$ cat src/rtl/vga_timing_pkg.sv
// Shared constants and helpers for the VGA raster timing generator.
// Defaults describe 640x480@60 with a 25 MHz pixel rate from a 100 MHz clock.
package vga_timing_pkg;

  localparam int DEF_CLK_DIV  = 4;
  localparam int DEF_H_ACTIVE = 640;
  localparam int DEF_H_FP     = 16;
  localparam int DEF_H_SYNC   = 96;
  localparam int DEF_H_BP     = 48;
  localparam int DEF_V_ACTIVE = 480;
  localparam int DEF_V_FP     = 10;
  localparam int DEF_V_SYNC   = 2;
  localparam int DEF_V_BP     = 33;

  localparam int DEF_H_TOTAL = DEF_H_ACTIVE + DEF_H_FP + DEF_H_SYNC + DEF_H_BP;
  localparam int DEF_V_TOTAL = DEF_V_ACTIVE + DEF_V_FP + DEF_V_SYNC + DEF_V_BP;

  // Full period of one axis, visible part plus porches and sync.
  function automatic int axis_total(input int act, input int fp, input int sync, input int bp);
    return act + fp + sync + bp;
  endfunction

  // Minimum bit width able to hold the value v (at least one bit).
  function automatic int bits_for(input int v);
    return (v <= 1) ? 1 : $clog2(v + 1);
  endfunction

  // True when a counter of width w can reach total-1.
  function automatic bit axis_fits(input int total, input int w);
    return bits_for(total - 1) <= w;
  endfunction

endpackage

$ cat src/rtl/vga_axis_counter.sv
// One raster axis: counts 0..TOTAL-1 on each advance, wraps, and registers the
// visible/sync decode of the value it is about to hold so decode and count
// change on the same edge.
module vga_axis_counter #(
  parameter int   W          = 10,
  parameter int   TOTAL      = 800,
  parameter int   ACTIVE     = 640,
  parameter int   SYNC_START = 656,
  parameter int   SYNC_END   = 752,
  parameter logic POL        = 1'b0
) (
  input  logic         clk,
  input  logic         reset,
  input  logic         adv,
  output logic [W-1:0] cnt,
  output logic         act,
  output logic         sync,
  output logic         wrap
);

  localparam logic [W-1:0] LAST  = W'(TOTAL - 1);
  localparam logic [W:0]   ACT_L = (W + 1)'(ACTIVE);
  localparam logic [W:0]   SS_L  = (W + 1)'(SYNC_START);
  localparam logic [W:0]   SE_L  = (W + 1)'(SYNC_END);

  logic [W-1:0] nxt;
  logic [W:0]   nxt_x;

  // Next count and wrap indication; wrap is only meaningful while advancing.
  always_comb begin
    wrap = adv && (cnt == LAST);
    nxt  = cnt;
    if (adv) nxt = (cnt == LAST) ? '0 : cnt + W'(1);
    nxt_x = {1'b0, nxt};
  end

  // Count register plus decodes taken from the value being loaded.
  always_ff @(posedge clk) begin
    if (reset) begin
      cnt  <= LAST;
      act  <= 1'b0;
      sync <= ~POL;
    end else begin
      cnt  <= nxt;
      act  <= (nxt_x < ACT_L);
      sync <= (nxt_x >= SS_L && nxt_x < SE_L) ? POL : ~POL;
    end
  end

endmodule

$ cat src/rtl/vga_timing_gen.sv
// Parametrised VGA raster timing generator: pixel strobe from the system clock,
// horizontal/vertical counters, sync, blanking, coordinates and line/frame pulses.
// Optional frame counter output when VGA_TIMING_FRAME_CNT_EN is defined.
module vga_timing_gen
  import vga_timing_pkg::*;
#(
  parameter int   CLK_DIV   = DEF_CLK_DIV,
  parameter int   H_ACTIVE  = DEF_H_ACTIVE,
  parameter int   H_FP      = DEF_H_FP,
  parameter int   H_SYNC    = DEF_H_SYNC,
  parameter int   H_BP      = DEF_H_BP,
  parameter int   V_ACTIVE  = DEF_V_ACTIVE,
  parameter int   V_FP      = DEF_V_FP,
  parameter int   V_SYNC    = DEF_V_SYNC,
  parameter int   V_BP      = DEF_V_BP,
  parameter logic HSYNC_POL = 1'b0,
  parameter logic VSYNC_POL = 1'b0,
  parameter int   XW        = 10,
  parameter int   YW        = 10
`ifdef VGA_TIMING_FRAME_CNT_EN
  , parameter int FCNT_W    = 16
`endif
) (
  input  logic          clk,
  input  logic          reset,
  output logic          pix_tick,
  output logic          hSync,
  output logic          vSync,
  output logic          active,
  output logic [XW-1:0] x,
  output logic [YW-1:0] y,
  output logic          line_start,
  output logic          frame_start
`ifdef VGA_TIMING_FRAME_CNT_EN
  , output logic [FCNT_W-1:0] frame_cnt
`endif
);

  localparam int H_TOTAL = axis_total(H_ACTIVE, H_FP, H_SYNC, H_BP);
  localparam int V_TOTAL = axis_total(V_ACTIVE, V_FP, V_SYNC, V_BP);
  localparam int DIV_W   = bits_for(CLK_DIV - 1);
  localparam logic [DIV_W-1:0] DIV_LAST = DIV_W'(CLK_DIV - 1);

  logic [DIV_W-1:0] div;
  logic [DIV_W-1:0] div_nxt;
  logic             h_act, v_act, h_wrap, v_wrap;

  // Divider wraps at CLK_DIV-1; with CLK_DIV=1 it stays at zero.
  always_comb begin
    div_nxt = (div == DIV_LAST) ? '0 : div + DIV_W'(1);
  end

  // pix_tick is registered so it is high exactly while div sits at CLK_DIV-1.
  always_ff @(posedge clk) begin
    if (reset) begin
      div      <= '0;
      pix_tick <= 1'b0;
    end else begin
      div      <= div_nxt;
      pix_tick <= (div_nxt == DIV_LAST);
    end
  end

  vga_axis_counter #(
    .W(XW), .TOTAL(H_TOTAL), .ACTIVE(H_ACTIVE),
    .SYNC_START(H_ACTIVE + H_FP), .SYNC_END(H_ACTIVE + H_FP + H_SYNC), .POL(HSYNC_POL)
  ) u_h (
    .clk(clk), .reset(reset), .adv(pix_tick),
    .cnt(x), .act(h_act), .sync(hSync), .wrap(h_wrap)
  );

  vga_axis_counter #(
    .W(YW), .TOTAL(V_TOTAL), .ACTIVE(V_ACTIVE),
    .SYNC_START(V_ACTIVE + V_FP), .SYNC_END(V_ACTIVE + V_FP + V_SYNC), .POL(VSYNC_POL)
  ) u_v (
    .clk(clk), .reset(reset), .adv(h_wrap),
    .cnt(y), .act(v_act), .sync(vSync), .wrap(v_wrap)
  );

  // Both terms are flops loaded on the same edge, so active tracks x/y with no skew.
  assign active = h_act & v_act;

  // Line/frame pulses: a wrap only exists during the single pix_tick clock,
  // so each pulse covers just the first clock of the new pixel.
  always_ff @(posedge clk) begin
    if (reset) begin
      line_start  <= 1'b0;
      frame_start <= 1'b0;
    end else begin
      line_start  <= h_wrap;
      frame_start <= v_wrap;
    end
  end

`ifdef VGA_TIMING_FRAME_CNT_EN
  // Counts frames started; steps on the same edge that raises frame_start.
  always_ff @(posedge clk) begin
    if (reset) frame_cnt <= '0;
    else if (v_wrap) frame_cnt <= frame_cnt + FCNT_W'(1);
  end
`endif

endmodule

$ cat config.mk
export PLATFORM = sky130hd
export DESIGN_NAME = vga_timing_gen
export DESIGN_NICKNAME = d
export VERILOG_FILES = /design/src/rtl/vga_timing_pkg.sv /design/src/rtl/vga_axis_counter.sv /design/src/rtl/vga_timing_gen.sv
export SDC_FILE = /design/constraint.sdc
export NUM_CORES = 1
export LEC_CHECK = 0
export CORE_MARGIN = 1.5
export CORE_UTILIZATION = 52
export DETAILED_ROUTE_END_ITERATION = 12
export PLACE_DENSITY = 0.76
export SLEW_MARGIN = 20
export SYNTH_ARGS = -nofsm -noshare
export SYNTH_HDL_FRONTEND = slang
export SYNTH_SLANG_ARGS = --single-unit
$ cat constraint.sdc
create_clock -name clk -period 2.7 [get_ports clk]
set_clock_uncertainty 0.2 [all_clocks]
set_input_delay 0.405 -clock clk [delete_from_list [all_inputs] [get_ports clk]]
set_output_delay 0.405 -clock clk [all_outputs]
set_load 0.005 [all_outputs]
==> impl_metrics.json <==
{
  "yosysSeqAreaShare_pct": 36.17,
  "synth-async-reset-ratio_pct": 0,
  "hold_buffers": 0,
  "rsz0062_at_grt": "false",
  "status": "completed",
  "pwr_density_cell_nw_per_um2": 475.2,
  "critPathKind": "register to register",
  "die_y_microns": 58.56,
  "synth_most_common_cell": "dfxtp_1",
  "crit_arrival_ps": 2130,
  "clock_path_buffers": 2,
  "fin_ws_ps": 558.1,
  "die-area_sq_um": 3429,
  "grt_max_degree": 26,
  "synth_cell_types": 50,
  "multi_input_area_sq_um": 890.9,
  "io_pins": 28,
  "fmax_ghz": 0.4669,
  "drt_iter0_markers": 80,
  "setup_viol": 0,
  "setup_tns_ps": 0,
  "io_buffers": 27,
  "p_leak_nw": 0.6422,
  "startpoint_type": "register",
  "syn_nets": 187,
  "synth_edf_count": 0,
  "synth.area.top_cells": "dfxtp_1 36%, nand2_1 4.2%, ha_1 3.9%",
  "cts_buffers": 5,
  "maxSlewHeadroom_pct": 69.75,
  "drtPass1Iterations": 4,
  "yosys.area.top_type": "dfxtp_1",
  "cts_tree": "done",
  "wl_per_cell_microns": 14.04,
  "yosys_warnings": 0,
  "cap_violations": 0,
  "total_power_uw": 890.2,
  "min_period_over_period_pct": 79.33,
  "grt_pass1_wl_microns": 5651,
  "worst_pin_slew_ps": 453.2,
  "syn_avg_cell_area_sq_um": 8.918,
  "antenna_found_initial": 0,
  "dp_cells": 228,
  "clkTransAtPathRegs_ps": 100,
  "worstPathMaxFanout": 10,
  "ir_drop_uv": 359.2,
  "hold_violations": 0,
  "dp_hpwl_microns": 2334,
  "drc_errors": 0,
  "chipWidth_microns": 58.56,
  "layout.nets": 211,
  "min_period_ps": 2142,
  "seqCellArea_sq_um": 580.6,
  "drv_slew": 0,
  "syn_area_sq_um": 1605,
  "grt.total_usage_pct": 21.43,
  "num_antenna_cells": 0,
  "synth_top_area_share_pct": 36.17,
  "routabilityCongestion": 0.7867,
  "htreeDepth": 2,
  "post-place-ws_ps": 565.1,
  "cts.sinks": 29,
  "grt_pass1_vias": 1222,
  "start_util_pct": 56.27,
  "yosys_most_used_dff": "dfxtp_1",
  "required_ps": 2690,
  "ys_top_cells_by_count": "29 x dfxtp_1, 18 x nand2_1, 15 x nor2_1, 9 x a21oi_1, 9 x o21ai_0",
  "hold_class": "register to register",
  "area_growth_pct": 16.68,
  "cp-end-kind": "register",
  "placed_area_sq_um": 1818,
  "syn_inst": 180,
  "vias": 1408,
  "core_sq_um": 2853,
  "layoutNonFillerInstCount": 236,
  "grt_overflow_total": 0,
  "post_cts.repair.setup_buffers": 0,
  "synth-seq-cells": 29,
  "rows": 19,
  "cts_resized": 0,
  "drive_above_1_share_pct": 15.12,
  "drtAntennaViolNets": 0,
  "clk_latency_ps": 320,
  "routed_wl_microns": 3313,
  "avgViaCountPerCell": 5.966,
  "nFillCells": 252,
  "cts_root_buffer": "clkbuf_4",
  "postLayoutCellArea_sq_um": 1873
}
-- power by group --
part	total [mW]	internal [mW]	leakage [nW]	switching, mW
logic	0.156	0.0741	0.376	0.0816
registers	0.482	0.450	0.236	0.0321
clock network	0.252	0.0980	0.0310	0.154
-- area by class of cell --
class,count,share of cell area (%)
clock buffer,5,2.004
clock inverter,3,0.9352
inverter,6,1.202
multi-input combinational,133,47.56
sequential,29,31.00
tap,31,2.071
timing repair buffer,29,15.23
-- stage by stage --
stage	hold slack, ps	utilization [%]
after detailed placement	244.6	63.73
after global placement	233.8	63.73
after CTS	258.1	65.66
after floorplan	225.4	-
final	254.0	65.66
after global routing	268.6	65.66
-- critical path, stage by stage, from the launching register on --
cell	delay [ps]
dfxtp_1	420
ha_1	230
nand2_2	110
or4_4	650
nor2_4	130
o2111a_1	180
o221ai_1	90
-- cells in the final DEF (no fill, tap or decap), types with 2 or more instances in the layout --
cell and count:
nor3_1 8, xnor2_1 5, nor2b_1 2, ha_1 5
nor2_4 2, xor2_1 5, a21o_2 3, clkinv_2 2
nand2_1 18, dfxtp_1 29, o2111a_1 2, a21oi_1 9
buf_4 2, nand4_1 5, nor3_2 3, clkbuf_4 5
inv_1 6, nor2_1 15, nand3b_1 2, clkdlybuf4s50_1 27
o21ai_0 9, nand3_1 8, and2_1 2, nor4_1 4
a211o_1 2
-- path summary, 6_finish.rpt --
path	from	end	slack [ps]	depth (start not counted)
worst max-delay path	u_h.cnt[0]$_SDFF_PP1_	u_v.sync$_SDFF_PP1_	560	6
worst min-delay path	div[0]$_SDFF_PP0_	div[0]$_SDFF_PP0_	250	1
worst min register to register	div[0]$_SDFF_PP0_	div[0]$_SDFF_PP0_	250	1
worst max register to register	u_h.cnt[0]$_SDFF_PP1_	u_v.sync$_SDFF_PP1_	560	6
-- per-layer routing --
layer	GRT usage (%)	share of wire (%)
met5	0	0
met3	6.154	5.7
met1	27.47	45
met4	7.973	0.97
met2	34.19	48
-- cells by family (layout without fill, tap and decap cells) --
kind of cell	Yosys count	in the layout	share of synthesized area, %
AO/OA/AOI/OAI	35	35	15.12
XOR/XNOR	10	10	5.456
adder cells (fa/ha/maj)	5	5	3.897
buffers and inverters	18	43	8.340
flip-flops	29	29	36.17
AND/OR/NAND/NOR	83	83	31.02
-- state kept, by name, summed over array words and instances, names as in the netlist --
signal       count
frame_start      1
u_v.cnt         10
u_v.act          1
pix_tick         1
div              2
u_h.act          1
u_h.sync         1
u_h.cnt         10
u_v.sync         1
line_start       1
Power figures use the tool's default switching activity.
